**src/rtl/univ_reg_pkg.sv**
```systemverilog
// Shared definitions for the universal register: opcode encoding and shadow-capture rule.
// Optional build macro used by this slice: UNIV_REG_SAT_EN (saturating INC/DEC).
package univ_reg_pkg;

    localparam int unsigned OP_W = 3;

    typedef enum logic [OP_W-1:0] {
        OP_HOLD    = 3'b000,
        OP_LOAD    = 3'b001,
        OP_SHL     = 3'b010,
        OP_SHR     = 3'b011,
        OP_INC     = 3'b100,
        OP_DEC     = 3'b101,
        OP_ROTL    = 3'b110,
        OP_RESTORE = 3'b111
    } op_e;

    // Every state-changing op snapshots the old value so one step can be undone.
    function automatic logic shadow_capture(input op_e op);
        return (op != OP_HOLD) && (op != OP_RESTORE);
    endfunction

endpackage

```
**src/rtl/univ_reg_alu.sv**
```systemverilog
// Combinational next-value / next-carry logic for univ_reg.
// Defining UNIV_REG_SAT_EN makes INC/DEC saturate instead of wrapping.
module univ_reg_alu
    import univ_reg_pkg::*;
#(
    parameter int unsigned WIDTH = 4
) (
    input  logic [WIDTH-1:0] i_q,
    input  op_e              i_op,
    input  logic [WIDTH-1:0] i_load_val,
    input  logic             i_ser_in,
    input  logic [WIDTH-1:0] i_shadow,
    input  logic             i_carry,
    output logic [WIDTH-1:0] o_q_c,
    output logic             o_carry_c
);

    logic w_all_ones;
    logic w_all_zero;

    assign w_all_ones = &i_q;
    assign w_all_zero = ~|i_q;

    always_comb begin
        o_q_c     = i_q;
        o_carry_c = i_carry;
        unique case (i_op)
            OP_HOLD: begin
                o_q_c     = i_q;
                o_carry_c = i_carry;
            end
            OP_LOAD: begin
                o_q_c     = i_load_val;
                o_carry_c = 1'b0;
            end
            OP_SHL: begin
                o_q_c     = {i_q[WIDTH-2:0], i_ser_in};
                o_carry_c = i_q[WIDTH-1];
            end
            OP_SHR: begin
                o_q_c     = {i_ser_in, i_q[WIDTH-1:1]};
                o_carry_c = i_q[0];
            end
            OP_INC: begin
`ifdef UNIV_REG_SAT_EN
                o_q_c     = w_all_ones ? i_q : i_q + WIDTH'(1);
`else
                o_q_c     = i_q + WIDTH'(1);
`endif
                o_carry_c = w_all_ones;
            end
            OP_DEC: begin
`ifdef UNIV_REG_SAT_EN
                o_q_c     = w_all_zero ? i_q : i_q - WIDTH'(1);
`else
                o_q_c     = i_q - WIDTH'(1);
`endif
                o_carry_c = w_all_zero;
            end
            OP_ROTL: begin
                o_q_c     = {i_q[WIDTH-2:0], i_q[WIDTH-1]};
                o_carry_c = i_q[WIDTH-1];
            end
            OP_RESTORE: begin
                o_q_c     = i_shadow;
                o_carry_c = 1'b0;
            end
            default: begin
                o_q_c     = i_q;
                o_carry_c = i_carry;
            end
        endcase
    end

endmodule

```
**src/rtl/univ_reg.sv**
```systemverilog
// Parametrised universal register: load, shift, count, rotate and single-step undo.
// Build option: UNIV_REG_SAT_EN selects saturating INC/DEC inside univ_reg_alu.
module univ_reg
    import univ_reg_pkg::*;
#(
    parameter int unsigned       WIDTH   = 4,
    parameter logic [WIDTH-1:0]  RST_VAL = '0
) (
    input  logic             clk,
    input  logic             clr,
    input  logic             enable,
    input  logic [OP_W-1:0]  op,
    input  logic [WIDTH-1:0] loadVal,
    input  logic             ser_in,
    output logic [WIDTH-1:0] Q,
    output logic             carry,
    output logic             zero,
    output logic             tc
);

    generate
        if (WIDTH < 2 || WIDTH > 32) begin : g_bad_width
            $error("univ_reg: WIDTH must be within 2..32");
        end
    endgenerate

    logic [WIDTH-1:0] r_q;
    logic             r_carry;
    logic [WIDTH-1:0] r_shadow;

    op_e              w_op;
    logic [WIDTH-1:0] w_next_q;
    logic             w_next_carry;
    logic             w_capture;

    assign w_op      = op_e'(op);
    assign w_capture = shadow_capture(w_op);

    univ_reg_alu #(
        .WIDTH (WIDTH)
    ) u_alu (
        .i_q        (r_q),
        .i_op       (w_op),
        .i_load_val (loadVal),
        .i_ser_in   (ser_in),
        .i_shadow   (r_shadow),
        .i_carry    (r_carry),
        .o_q_c      (w_next_q),
        .o_carry_c  (w_next_carry)
    );

    // clr beats enable, enable beats op; shadow keeps the pre-op value.
    always_ff @(posedge clk) begin
        if (clr) begin
            r_q      <= RST_VAL;
            r_carry  <= 1'b0;
            r_shadow <= RST_VAL;
        end else if (enable) begin
            r_q     <= w_next_q;
            r_carry <= w_next_carry;
            if (w_capture) begin
                r_shadow <= r_q;
            end
        end
    end

    assign Q     = r_q;
    assign carry = r_carry;
    assign zero  = ~|r_q;
    assign tc    = &r_q;

endmodule

```
**config.mk**
```make
export PLATFORM = sky130hd
export DESIGN_NAME = univ_reg
export DESIGN_NICKNAME = d
export VERILOG_FILES = /design/src/rtl/univ_reg_pkg.sv /design/src/rtl/univ_reg_alu.sv /design/src/rtl/univ_reg.sv
export SDC_FILE = /design/constraint.sdc
export NUM_CORES = 1
export LEC_CHECK = 0
export BUFFER_PORTS_ARGS = -buffer_cell sky130_fd_sc_hd__buf_2
export CORE_MARGIN = 2
export CORE_UTILIZATION = 55
export DETAILED_ROUTE_END_ITERATION = 8
export HOLD_SLACK_MARGIN = 0.1
export PLACE_DENSITY = 0.88
export SLEW_MARGIN = 20
export SYNTH_ARGS = -nofsm -noshare
export SYNTH_HDL_FRONTEND = slang
export SYNTH_SLANG_ARGS = --single-unit
```
**constraint.sdc**
```tcl
create_clock -name clk -period 5.3 [get_ports clk]
set_clock_uncertainty 0.2 [all_clocks]
set_input_delay 0.795 -clock clk [delete_from_list [all_inputs] [get_ports clk]]
set_output_delay 0.795 -clock clk [all_outputs]
set_load 0.01 [all_outputs]
```
==> metrics.md, run 1 <==
| Metric | Value |
|---|---|
| Status | complete, no violations |
| FMAX | roughly 380 MHz |
| I/O Buffers | 17 |
| Pwr dens | roughly 220 nW/um^2 |
| Max transition margin | between 60% and 70% |
| Peak VDD IR | 178 uV |
| Synthesized cell area | slightly below 800 sq um |
| Sink Count | 9 |
| Largest net degree at the start of global routing | 22 |
| Antenna violations before repair | 0 |
| Post-CTS Setup Repair Bufs | 0 |
| Fin area | 825 sq um |
| Share of cells above drive strength 1 | a little under a quarter |
| Worst EP arrival | 2.58 ns |
| R2R cell count | 6 |
| Fin nets | 120 |
| Post-synth EDFFs | 0 |
| Setup violations, final | 0 |
| Vias | 768 |
| Crit path kind | primary input to flop |
| Fin crit share | about 50% |
| I/O pins | 18 |
| Cts repair resizes | 0 |
| DR DRC count | 0 |
| R2r setup slk | 3.32 ns |
| Critical path required time | about 5.3 ns |
| Synthesized netlist net count | approximately 110 |
| Die Wd | between 40 and 50 microns |
| Drt pass-1 iters | 4 |
| Mean Syn Cell Area | roughly 7.9 sq um |
| Total wire length | 1740 microns |
| Ant. Diodes | 0 |
| Min Tclk post-route | between 2 and 3 ns |
| Worst-Margin Slew | a little under 0.5 ns |
| Die area | approximately 1700 sq um |
| Crit path from | op[2] |
| Post-synth top area share | a little under a quarter |
| Most frequent cells in the layout | buf_2, dfxtp_1, nand2_1 |
| FF-to-FF End | Q[1] |
| Core Area | around 1300 sq um |
| Post-route ant nets | 0 |
| Top cells by area, synth | dfxtp_1, mux2i_1, a21oi_1 |
| Yosys top cell by area | dfxtp_1 |
| Clk buf depth | 2 |
| Gr usage total | 21.2% |
| Clk pin slew, worst setup/hold paths | around 0.060 ns |
| Yosys warns | 0 |
| FP Rows | 13 |
| Area Growth Syn to Fin | 7.15% |
| Num CTS Buffers | 3 |
| Post-synthesis register bit count | 9 |
| Crit Path Max Fanout | 21 |
| Clk_lat worst skew | approximately 0.26 ns |
| Placed inst area | approximately 800 sq um |
| Root Driver | clkbuf_4 |
| Global-route wire length before repair | ~2900 microns |
| Unrepaired setup endpoints after global routing | no |
| H-tree depth | 1 |
| Crit path to | Q[1] |
| RR Startpoint | Q[1] |
| Max Slew Vio Count | 0 |
| Final count of hold timing violations | 0 |
| Seq/Total Area, Yosys | a little under a quarter |
| Most used DFF post-synth | dfxtp_1 |
| HPWL Detailed | approximately 1200 microns |
| DR WL/cell | around 14 microns |
| Synth unique cells | 39 |
| Synth Instances | 97 |
| DRT iter0 DRCs | 31 |
| Commonest non-fill, non-tap cell in the layout | buf_2 |
| Count of maximum capacitance violations | 0 |
| Via density | around 6.3 |
| Pleak | between 0.0003 and 0.0004 uW |
| Vias in the first global route | between 600 and 700 |
| Initial core utilization | ~60% |
| CTS tree | built |
| Setup crit end kind | flop |
| Async set or reset register ratio after synthesis | 0% |
| CTS Hold Bufs | 0 |
| Grt total ovfl | 0 |
| Setup TNS | 0 ns |
| Worst setup SP type | primary input |
| Worst min-delay path class | flop to flop |
| Die H | between 40 and 50 microns |
| Placer Congestion | 0.827 |
-- per-layer routing --
| metal | track usage (%) | wire (microns) | vias up |
|---|---|---|---|
| met2 | 33.4 | 791 | 38 |
| met4 | 11.6 | 38 | 0 |
| met5 | 0 | 0 | - |
| li1 | - | - | 374 |
| met3 | 1.74 | 132 | 5 |
| met1 | 28.5 | 780 | 351 |
-- kinds of logic (layout without fill, tap and decap cells) --
| kind of cell | Yosys count | after routing | share of synthesized area, % |
|---|---|---|---|
| AOI/OAI and AO/OA | 27 | 27 | 26.8 |
| adders and majority gates | 1 | 1 | 1.63 |
| and+or+nand+nor | 38 | 38 | 29.1 |
| DFF | 9 | 9 | 23.4 |
| buffers and inverters | 17 | 27 | 12.7 |
| xor gates and xnor gates | 1 | 1 | 1.14 |
| muxes | 4 | 4 | 5.20 |
-- through the flow --
| stage | cells | utilization [%] | hold slack [ns] | total power, uW | setup slack (ns) |
|---|---|---|---|---|---|
| floorplan | 97 | - | 0.255 | 117 | 2.82 |
| finish | 122 | 63.4 | 0.277 | 181 | 2.68 |
| global placement | 118 | 61.3 | 0.257 | 126 | 2.52 |
| detailed placement | 118 | 61.3 | 0.273 | 127 | 2.43 |
| global route | 122 | 63.4 | 0.306 | 190 | 2.53 |
| CTS | 122 | 63.4 | 0.288 | 181 | 2.69 |
-- cell type report --
type | count | area, sq um
Fill cell | 112 | 477
Timing Repair Buffer | 17 | 85.1
Sequential cell | 9 | 180
Multi-Input combinational cell | 71 | 492
Inverter | 6 | 22.5
Clock buffer | 4 | 26.3
Tap cell | 15 | 18.8
-- cell usage after synthesis, drive strengths merged (3+ instances only) --
master  n
o21ai   6
dfxtp   9
nor2b   4
a221oi  3
nor2    6
nand2   8
nand3   7
mux2i   4
inv     6
a21oi   7
buf     9
nor3    3
-- sequential cells by signal, summed over array words and instances, names as in the netlist --
name	count
Q	4
r_shadow	4
carry	1
-- worst min-delay path by stage --
stage / startpoint / endpoint / cells past startpoint
5_1_grt: carry / carry / 2
3_3_place_gp: carry / carry / 2
4_1_cts: carry / carry / 2
2_1_floorplan: r_shadow[2] / r_shadow[2] / 2
6_report: carry / carry / 2
3_5_place_dp: carry / carry / 2
-- where the power goes --
group          internal [uW]  switching, uW  total (uW)  leakage, uW
clock                   29.1           25.1        54.1    0.0000150
sequential              71.2           8.27        79.5    0.0000734
combinational           20.8           26.1        46.9     0.000260
-- critical path, cell delays in order --
cell and delay [ns]:
buf_2 0.31, nor2b_1 0.32, nand2_1 0.11, xnor2_1 0.14, ha_1 0.30, inv_1 0.05, a21oi_1 0.14, a221oi_1 0.06
o41ai_1 0.35
(Power assumes the default switching activity.)
==> run 2: changes to the inputs <==
CORE_UTILIZATION = 51   (was 55)
PLACE_DENSITY = 0.83   (was 0.88)
clock period = 2.6 ns   (was 5.3 ns; I/O delays follow)
==> run 2 against run 1 <==
Compared with the run above: sequential power rose by 100%; final area rose by 2.0%; register-to-register slack got worse by 2.7 ns; worst setup slack got worse by 2.1 ns; clock-buffer cell count did not move; largest cell class unchanged; largest power group unchanged.
==> metrics.md, run 2 (synthesis results as in run 1) <==
| Metric | Value |
|---|---|
| Status | complete, no violations (unchanged) |
| I/O Buffers | 17 (unchanged) |
| Setup TNS | 0 ns (unchanged) |
| Crit Path Max Fanout | 12 (was 21) |
| Clk buf depth | 2 (unchanged) |
| Final count of hold timing violations | 0 (unchanged) |
| H-tree depth | 1 (unchanged) |
| Worst EP arrival | 1.93 ns (was 2.58 ns) |
| Slowest stage delay, CP | 0.63 ns (was 0.35 ns) |
| Die H | 42.8 microns (was 41.4 microns) |
| Vias in the first global route | 646 (was 642) |
| Setup crit end kind | flop (unchanged) |
| Fin nets | 122 (was 120) |
| Min Tclk post-route | 1.98 ns |
| Share of cells above drive strength 1 | 24.8% (was 23.4%) |
| FMAX | 506 MHz |
| Area Growth Syn to Fin | 9.27% (was 7.15%) |
| Post-Layout Cell Count | 125 (was 122) |
| Initial core utilization | 52.9% (was 59.1%) |
| Core Area | 1450 sq um (was 1300 sq um) |
| Max Slew Vio Count | 0 (unchanged) |
| Setup violations, final | 0 (unchanged) |
| Max transition margin | 66.8% (was 66.9%) |
| Total wire length | 1680 microns (was 1740 microns) |
| Final worst slack | 0.624 ns (was 2.68 ns) |
| Via density | 6.13 (was 6.30) |
| Die area | 1840 sq um (was 1710 sq um) |
| Ant. Diodes | 0 (unchanged) |
| Post-route ant nets | 0 (unchanged) |
| Commonest non-fill, non-tap cell in the layout | buf_2 (unchanged) |
| I/O pins | 18 (unchanged) |
| CTS tree | built (unchanged) |
| DRT iter0 DRCs | 29 (was 31) |
| Global-route wire length before repair | 2880 microns (was 2860 microns) |
| CP Cell Sequence | xnor2_1, ha_1, o21a_1, a21oi_1, o21ai_0, a32o_1 (was buf_2, nor2b_1, nand2_1, xnor2_1, ha_1, inv_1, a21oi_1, a221oi_1, o41ai_1) |
| Crit path kind | flop to flop (was primary input to flop) |
| FP Rows | 14 (was 13) |
| Clk pin slew, worst setup/hold paths | 0.06 ns (about the same) |
| Gr usage total | 20.8% (was 21.2%) |
| Final Util | 57.8% (was 63.4%) |
| HPWL Detailed | 1230 microns (about the same) |
| Fin area | 841 sq um (was 825 sq um) |
| Pre-CTS WS | 0.414 ns (was 2.43 ns) |
| Drt pass-1 iters | 4 (unchanged) |
| Sink Count | 9 (unchanged) |
| Cts repair resizes | 0 (unchanged) |
| DR WL/cell | 13.4 microns (was 14.3 microns) |
| Slowest cell on crit path | dfxtp_1 (was o41ai_1) |
| Num CTS Buffers | 3 (unchanged) |
| Worst-Margin Slew | 0.497 ns (was 0.495 ns) |
| Pwr dens | 439 nW/um^2 (was 219 nW/um^2) |
| CTS Hold Bufs | 0 (unchanged) |
| Grt total ovfl | 0 (unchanged) |
| Largest net degree at the start of global routing | 22 (unchanged) |
| Placed insts | 121 (was 118) |
| Post-CTS Setup Repair Bufs | 0 (unchanged) |
| DR DRC count | 0 (unchanged) |
| Peak VDD IR | 292 uV (was 178 uV) |
| Clk_lat worst skew | 0.26 ns (about the same) |
| Root Driver | clkbuf_4 (unchanged) |
| Unrepaired setup endpoints after global routing | no (unchanged) |
| Vias | 766 (was 768) |
| Worst min-delay path class | primary input to flop (was flop to flop) |
| Placed inst area | 815 sq um (was 798 sq um) |
| Die Wd | 42.8 microns (was 41.4 microns) |
| Most frequent cells in the layout | buf_2, dfxtp_1, nand2_1 (unchanged) |
| Worst setup SP type | flop (was primary input) |
| Placer Congestion | 0.801 (was 0.827) |
| Count of maximum capacitance violations | 0 (unchanged) |
| Fin crit share | between 70 and 80% |
| Antenna violations before repair | 0 (unchanged) |
| Pleak | 0.000358 uW (was 0.000349 uW) |
| Critical path required time | 2.55 ns (was 5.26 ns) |
-- run 2: cell types whose count changed in the layout (fill, tap and decap cells not counted), sizes merged --
cell | previous run | this run
buf | 17 | 19
-- run 2: critical path: cells and delay by family, from the launching register on --
| kind | cells | cell delay (ns) |
|---|---|---|
| DFF | 1 | 0.63 |
| AOI/OAI and AO/OA | 4 | 0.65 |
| xor gates and xnor gates | 1 | 0.14 |
| adders and majority gates | 1 | 0.24 |
-- run 2: cell type report --
cell class	count	area, sq um
fillers	153	613
multi-input cells	71	492
flip-flops and latches	9	180
repair buffers	19	100
clock buffers	4	26.3
inverters	6	22.5
well taps	16	20.0
-- run 2: per-stage QoR --
stage | power [uW] | hold WS (ns)
after floorplan | 238 | 0.255
after global placement | 259 | 0.258
after detailed placement | 261 | 0.273
after CTS | 374 | 0.201
after global routing | 394 | 0.215
final | 369 | 0.216
-- run 2: where the power goes --
| part | leakage (uW) | switching (uW) | internal (uW) |
|---|---|---|---|
| logic | 0.000270 | 53.0 | 44.4 |
| registers | 0.0000734 | 16.3 | 145 |
| clock network | 0.0000150 | 50.7 | 59.3 |
-- run 2: routing by layer --
metal	GRT usage, %	routed length (microns)
met2	31.5	800
met3	5.11	96
met5	0	0
met1	26.8	754
met4	11.3	28
-- run 2: worst paths after layout --
| path | from | slack (ns) | end | depth (start not counted) |
|---|---|---|---|---|
| worst min register to register | carry | 0.29 | carry | 2 |
| worst max register to register | Q[1] | 0.62 | Q[2] | 6 |
| worst min-delay path | clr | 0.22 | r_shadow[1] | 2 |
| worst max-delay path | Q[1] | 0.62 | Q[2] | 6 |
